**config.mk**
```make
export PLATFORM = sky130hd
export DESIGN_NAME = branch_resolve_unit
export DESIGN_NICKNAME = d
export VERILOG_FILES = /design/src/rtl/branch_pkg.sv /design/src/rtl/branch_resolve_unit_pred_fifo.sv /design/src/rtl/branch_resolve_unit.sv
export SDC_FILE = /design/constraint.sdc
export NUM_CORES = 1
export LEC_CHECK = 0
export BUFFER_PORTS_ARGS = -buffer_cell sky130_fd_sc_hd__buf_2
export CORE_MARGIN = 4
export CORE_UTILIZATION = 50
export CTS_CLUSTER_DIAMETER = 60
export DETAILED_ROUTE_END_ITERATION = 16
export GPL_ROUTABILITY_DRIVEN = 0
export PLACE_DENSITY = 0.75
export SYNTH_ARGS = -nofsm -noshare
export SYNTH_HDL_FRONTEND = slang
export SYNTH_SLANG_ARGS = --single-unit
```
**constraint.sdc**
```tcl
create_clock -name clk -period 7.6 [get_ports clk]
set_input_delay 1.52 -clock clk [delete_from_list [all_inputs] [get_ports clk]]
set_output_delay 1.52 -clock clk [all_outputs]
set_load 0.01 [all_outputs]
```
**src/rtl/branch_pkg.sv**
```systemverilog
// Shared types and branch-condition helper for the branch resolution slice.
package branch_pkg;

    localparam int unsigned XLEN      = 32;
    localparam int unsigned PHT_IDX_W = 3;

    localparam logic [2:0] F3_BEQ  = 3'b000;
    localparam logic [2:0] F3_BNE  = 3'b001;
    localparam logic [2:0] F3_BLT  = 3'b100;
    localparam logic [2:0] F3_BGE  = 3'b101;
    localparam logic [2:0] F3_BLTU = 3'b110;
    localparam logic [2:0] F3_BGEU = 3'b111;

    typedef struct packed {
        logic                 pred_taken;
        logic [PHT_IDX_W-1:0] pht_index;
        logic [XLEN-1:0]      pc;
    } pred_entry_t;

    typedef enum logic {
        ST_IDLE  = 1'b0,
        ST_FLUSH = 1'b1
    } flush_state_e;

    // Real branch direction; reserved encodings 010/011 resolve not-taken.
    function automatic logic branch_taken(input logic [2:0]      funct3,
                                          input logic [XLEN-1:0] rs1,
                                          input logic [XLEN-1:0] rs2);
        logic taken;
        taken = 1'b0;
        case (funct3)
            F3_BEQ:  taken = (rs1 == rs2);
            F3_BNE:  taken = (rs1 != rs2);
            F3_BLT:  taken = ($signed(rs1) <  $signed(rs2));
            F3_BGE:  taken = ($signed(rs1) >= $signed(rs2));
            F3_BLTU: taken = (rs1 <  rs2);
            F3_BGEU: taken = (rs1 >= rs2);
            default: taken = 1'b0;
        endcase
        return taken;
    endfunction

endpackage

```
**src/rtl/branch_resolve_unit_pred_fifo.sv**
```systemverilog
// In-flight prediction FIFO: sync, power-of-two depth, clear wins over push/pop.
module pred_fifo
    import branch_pkg::*;
#(
    parameter int unsigned DEPTH = 4
) (
    input  logic        clk,
    input  logic        rst,
    input  logic        clear_i,
    input  logic        push_i,
    input  logic        pop_i,
    input  pred_entry_t wdata_i,
    output pred_entry_t rdata_o,
    output logic        full_o,
    output logic        empty_o
);

    localparam int unsigned PTR_W = $clog2(DEPTH);
    localparam int unsigned CNT_W = PTR_W + 1;

    pred_entry_t      mem_q [DEPTH];
    logic [PTR_W-1:0] wr_ptr_q;
    logic [PTR_W-1:0] rd_ptr_q;
    logic [CNT_W-1:0] count_q;
    logic [CNT_W-1:0] count_d;
    logic             full_q;
    logic             empty_q;
    logic             do_push;
    logic             do_pop;

    // A push into a full FIFO is legal only when the head leaves in the same cycle.
    assign do_pop  = pop_i & ~empty_q;
    assign do_push = push_i & (~full_q | do_pop);

    always_comb begin
        count_d = count_q;
        if (clear_i) begin
            count_d = '0;
        end else if (do_push && !do_pop) begin
            count_d = count_q + CNT_W'(1);
        end else if (do_pop && !do_push) begin
            count_d = count_q - CNT_W'(1);
        end
    end

    always_ff @(posedge clk) begin
        if (rst) begin
            wr_ptr_q <= '0;
            rd_ptr_q <= '0;
            count_q  <= '0;
            full_q   <= 1'b0;
            empty_q  <= 1'b1;
        end else begin
            count_q <= count_d;
            full_q  <= (count_d == CNT_W'(DEPTH));
            empty_q <= (count_d == '0);
            if (clear_i) begin
                wr_ptr_q <= '0;
                rd_ptr_q <= '0;
            end else begin
                if (do_push) wr_ptr_q <= wr_ptr_q + PTR_W'(1);
                if (do_pop)  rd_ptr_q <= rd_ptr_q + PTR_W'(1);
            end
        end
    end

    always_ff @(posedge clk) begin
        if (do_push && !clear_i) mem_q[wr_ptr_q] <= wdata_i;
    end

    assign rdata_o = mem_q[rd_ptr_q];
    assign full_o  = full_q;
    assign empty_o = empty_q;

endmodule

```
**src/rtl/branch_resolve_unit.sv**
```systemverilog
// Branch resolution: EX compare, MEM-stage outcome registers, mispredict flush FSM.
// Optional saturating branch/mispredict counters built when BRANCH_STATS_EN is defined.
module branch_resolve_unit
    import branch_pkg::*;
#(
    parameter int unsigned DEPTH        = 4,
    parameter int unsigned FLUSH_CYCLES = 2
) (
    input  logic        clk,
    input  logic        rst,
    input  logic        stall,
    input  logic        id_enq,
    input  logic        id_pred_taken,
    input  logic [2:0]  id_pht_index,
    input  logic [31:0] id_pc,
    output logic        fifo_full,
    input  logic        ex_valid,
    input  logic [2:0]  ex_funct3,
    input  logic [31:0] ex_rs1,
    input  logic [31:0] ex_rs2,
    input  logic [31:0] ex_target,
    output logic        branch_resolved,
    output logic        actual_taken,
    output logic [2:0]  pht_index_mem,
    output logic        mispredict,
    output logic [31:0] redirect_pc,
    output logic        flush,
    output logic        protocol_err,
    output logic [31:0] stat_branches,
    output logic [31:0] stat_mispredicts
);

    localparam int unsigned FCNT_W = (FLUSH_CYCLES > 1) ? $clog2(FLUSH_CYCLES) : 1;

    pred_entry_t       enq_entry;
    pred_entry_t       fifo_head;
    pred_entry_t       head_c;
    logic              fifo_empty;
    logic              fifo_full_w;
    logic              resolve_c;
    logic              taken_c;
    logic              mispred_c;
    logic [31:0]       redirect_c;

    flush_state_e      state_q;
    flush_state_e      state_d;
    logic [FCNT_W-1:0] fcnt_q;
    logic [FCNT_W-1:0] fcnt_d;

    logic              resolved_q;
    logic              taken_q;
    logic [2:0]        idx_q;
    logic              mispred_q;
    logic [31:0]       redirect_q;
    logic              proto_err_q;

    assign enq_entry = {id_pred_taken, id_pht_index, id_pc};

    pred_fifo #(
        .DEPTH (DEPTH)
    ) u_pred_fifo (
        .clk     (clk),
        .rst     (rst),
        .clear_i (mispred_q),
        .push_i  (id_enq & ~stall & ~flush),
        .pop_i   (ex_valid & ~stall),
        .wdata_i (enq_entry),
        .rdata_o (fifo_head),
        .full_o  (fifo_full_w),
        .empty_o (fifo_empty)
    );

    // An orphan EX branch resolves against an all-zero entry (pred not-taken, idx 0, pc 0).
    assign head_c     = fifo_empty ? pred_entry_t'('0) : fifo_head;
    assign resolve_c  = ex_valid & ~stall;
    assign taken_c    = branch_taken(ex_funct3, ex_rs1, ex_rs2);
    assign mispred_c  = taken_c ^ head_c.pred_taken;
    assign redirect_c = taken_c ? ex_target : head_c.pc + 32'd4;

    always_ff @(posedge clk) begin
        if (rst) begin
            resolved_q <= 1'b0;
            taken_q    <= 1'b0;
            idx_q      <= '0;
            mispred_q  <= 1'b0;
            redirect_q <= '0;
        end else if (!stall) begin
            resolved_q <= ex_valid;
            mispred_q  <= ex_valid & mispred_c;
            if (ex_valid) begin
                taken_q    <= taken_c;
                idx_q      <= head_c.pht_index;
                redirect_q <= redirect_c;
            end
        end
    end

    always_ff @(posedge clk) begin
        if (rst) begin
            proto_err_q <= 1'b0;
        end else if (resolve_c && fifo_empty) begin
            proto_err_q <= 1'b1;
        end
    end

    always_ff @(posedge clk) begin
        if (rst) begin
            state_q <= ST_IDLE;
            fcnt_q  <= '0;
        end else begin
            state_q <= state_d;
            fcnt_q  <= fcnt_d;
        end
    end

    // Enter (or restart) flush on the cycle the mispredict is registered.
    always_comb begin
        state_d = state_q;
        fcnt_d  = fcnt_q;
        if (resolve_c && mispred_c) begin
            state_d = ST_FLUSH;
            fcnt_d  = FCNT_W'(FLUSH_CYCLES - 1);
        end else if (state_q == ST_FLUSH && !stall) begin
            if (fcnt_q == '0) begin
                state_d = ST_IDLE;
            end else begin
                fcnt_d = fcnt_q - FCNT_W'(1);
            end
        end
    end

`ifdef BRANCH_STATS_EN
    logic [31:0] stat_br_q;
    logic [31:0] stat_mp_q;

    always_ff @(posedge clk) begin
        if (rst) begin
            stat_br_q <= '0;
            stat_mp_q <= '0;
        end else if (resolve_c) begin
            if (stat_br_q != 32'hFFFF_FFFF)           stat_br_q <= stat_br_q + 32'd1;
            if (mispred_c && stat_mp_q != 32'hFFFF_FFFF) stat_mp_q <= stat_mp_q + 32'd1;
        end
    end

    assign stat_branches    = stat_br_q;
    assign stat_mispredicts = stat_mp_q;
`else
    assign stat_branches    = '0;
    assign stat_mispredicts = '0;
`endif

    assign fifo_full       = fifo_full_w;
    assign branch_resolved = resolved_q;
    assign actual_taken    = taken_q;
    assign pht_index_mem   = idx_q;
    assign mispredict      = mispred_q;
    assign redirect_pc     = redirect_q;
    assign flush           = (state_q == ST_FLUSH);
    assign protocol_err    = proto_err_q;

endmodule

```
==> run metrics <==
status complete, no violations; Worst Path Max Fanout 19; RSZ-0062 raised after global routing false; ys async rst share 0%; Tot Pwr 2.56 mW; period utilization 58.4%; drt wl/cell 19.0 um; worst path required time 7.86 ns; pwr dens 224 nW/um^2; Startpoint Class primary input; most common cell after layout, fill and taps aside buf_2; LEAKAGE 4.51 nW; Die Y 149 um; area share of fa/ha/maj cells after synthesis 4.88%; clk_skew 0.0157 ns; multiplexer area fraction after synthesis 8.68%; first-pass GRT wire length 35.5 mm; CTS Root Cell clkbuf_16; maximum vdd drop 0.172 mV; Worst-path clk slew 0.07 ns; critical path capture point type flop; Slew Viols, Final 0; Die Area 22,300 um^2; Max-Cap Viols 0; # DRC 0; initial antenna violation count 4; Pre-antenna DRT Iters 5; antenna-violating nets left 0; R2R depth 10; via count 6,932; fin util 58.5%; largest net degree at the start of global routing 45; syn_area_per_cell 12.5 um^2; R2R setup slack 3.73 ns; Synth Area in Simple Gates 10.9%; detailed-placement wirelength estimate 16.9 mm; Synth Area in Compound Gates 11.0%; Synth Area in XOR/XNOR 2.45%; Synth Register Bits 196; Core ar. 19,600 um^2; Final Hold Viols 0; Post-Syn Area 10,000 um^2; Post-synth EDFFs 144; share of cells above drive strength 1 27.7%; Relative slew margins 36.7%; Fin Setup TNS 0 ns; grt ovf 0; I/O Buffers 180; Worst setup startpoint ex_rs1[31]; later-pin clock latency in the skew report 0.45 ns; Synth cell types 70; Hold/Removal Path Class reg2reg; Overall Global Routing Usage 20.8%; CTS tree built; Post-Syn Instances 802; WL final 23.8 mm; post-route setup slack 3.16 ns; # H-tree levels 4; Worst Path Arrival 4.70 ns; clock sinks 196; final setup fails 0; Synth-to-Final Area Change 14.6%; # rows 51; hold path cells 2; Ys Warns 0; number of global-route vias before repair 6,560; commonest cells after routing, fill and taps aside 180 x buf_2, 144 x edfxtp_1, 64 x conb_1; Post-CTS Resized 0; Slew @ Worst Pin 0.950 ns; register area share after synthesis 53.6%; Tmin final 4.44 ns; Layout Nets 1,151; Setup Fix Bufs, Post-CTS 0; die width 149 um; Critical R2R Capture redirect_pc[26]; # hold bufs at CTS 0; largest family of logic cells by synthesized area compound AO/OA/AOI/OAI gates; Primary FF master, synth edfxtp_1; drt initial violations 684; pre-CTS setup slack 2.82 ns; Initial Util 51.1%; number of buffers created by CTS 17; # IOs 245; vias per std cell 5.53; highest clock rate 0.225 GHz; kind of critical path in2reg; worst setup path end redirect_pc[7]; worst-case clock buffer depth 2
## sequential cells by signal (all words and copies together), names as in the netlist, named ones only
name                  flops
u_pred_fifo.count_q       3
redirect_pc              32
protocol_err              1
flush                     1
pht_index_mem             3
fcnt_q                    1
mispredict                1
u_pred_fifo.empty_o       1
actual_taken              1
u_pred_fifo.wr_ptr_q      2
u_pred_fifo.full_o        1
u_pred_fifo.rd_ptr_q      2
branch_resolved           1
u_pred_fifo.mem_q       144
## worst min-delay path by stage
stage,startpoint,end,slack (ns)
6_report,redirect_pc[4],redirect_pc[4],0.45
2_1_floorplan,fcnt_q,fcnt_q,0.48
3_3_place_gp,redirect_pc[9],redirect_pc[9],0.44
4_1_cts,redirect_pc[4],redirect_pc[4],0.46
5_1_grt,redirect_pc[9],redirect_pc[9],0.50
3_5_place_dp,redirect_pc[4],redirect_pc[4],0.45
## cell usage after synthesis, types with 3 or more instances
cell type	n	area, um^2
xnor2_1	19	166
mux2i_1	5	50.1
a211oi_1	15	113
mux4_2	30	676
edfxtp_1	144	4320
nor3_1	10	50.1
o311ai_0	9	78.8
nor4_1	4	25.0
buf_2	7	35.0
nand2_1	45	169
nand3_1	29	145
nand2b_1	6	37.5
o2111ai_1	4	35.0
nor2b_1	4	25.0
a221oi_1	3	26.3
a21oi_1	20	100
o31ai_1	3	22.5
nor2_1	38	143
o211ai_1	30	225
xor2_1	9	78.8
clkbuf_1	27	101
mux4_1	5	131
nand4_1	6	37.5
and2_1	14	87.6
o311ai_1	5	43.8
dfxtp_1	52	1040
o21a_1	5	37.5
ha_1	39	488
a22oi_1	4	30.0
and4_1	3	26.3
inv_1	42	158
o311a_1	3	30.0
buf_4	66	495
or2_2	3	18.8
o21ai_0	21	105
and3_1	23	144
a211o_1	4	35.0
o211a_1	3	30.0
a31oi_1	6	37.5
## routing by layer
metal  track usage, %  vias up  share of wire, %
li1                 -     3274                 -
met1             27.9     3317                42
met2             33.4      304                48
met3             5.15       33               8.1
met4             6.86        4               1.8
met5                0        -             0.088
## stage by stage
| stage | hold slack [ns] | instance area [um^2] | instances |
|---|---|---|---|
| after global placement | 0.438 | 10900 | 1218 |
| after CTS | 0.461 | 11500 | 1250 |
| after detailed placement | 0.445 | 10900 | 1218 |
| after floorplan | 0.479 | 10200 | 865 |
| after global routing | 0.503 | 11500 | 1252 |
| final | 0.453 | 11500 | 1253 |
## cell type report
type / instances / area [um^2]
sequential: 196 / 5370
antenna: 3 / 7.51
fill: 1594 / 8130
clock buffer: 17 / 425
timing repair buffer: 193 / 998
clock inverter: 15 / 139
tap: 265 / 332
inverter: 43 / 161
multi-input combinational: 521 / 4030
## worst max-delay path, cell delays in order
cell and delay (ns):
buf_2 0.11, ha_1 0.37, nand4_1 0.16, nor4_1 0.42
nand3_1 0.18, and3b_1 0.24, or3_1 0.58, a21oi_2 0.83
o311ai_0 0.30
## logic make-up after synthesis
family                     count (synthesis)
DFF                                      196
muxes                                     41
AOI/OAI and AO/OA                        150
adders and majority gates                 39
and+or+nand+nor                          199
xor gates and xnor gates                  28
buffers and inverters                    148
other                                      1
## power breakdown
part | switching, mW | internal [mW] | leakage, nW
clock | 0.425 | 0.434 | 0.270
sequential | 0.0419 | 1.20 | 1.73
combinational | 0.280 | 0.184 | 2.51
Power figures use the tool's default switching activity.
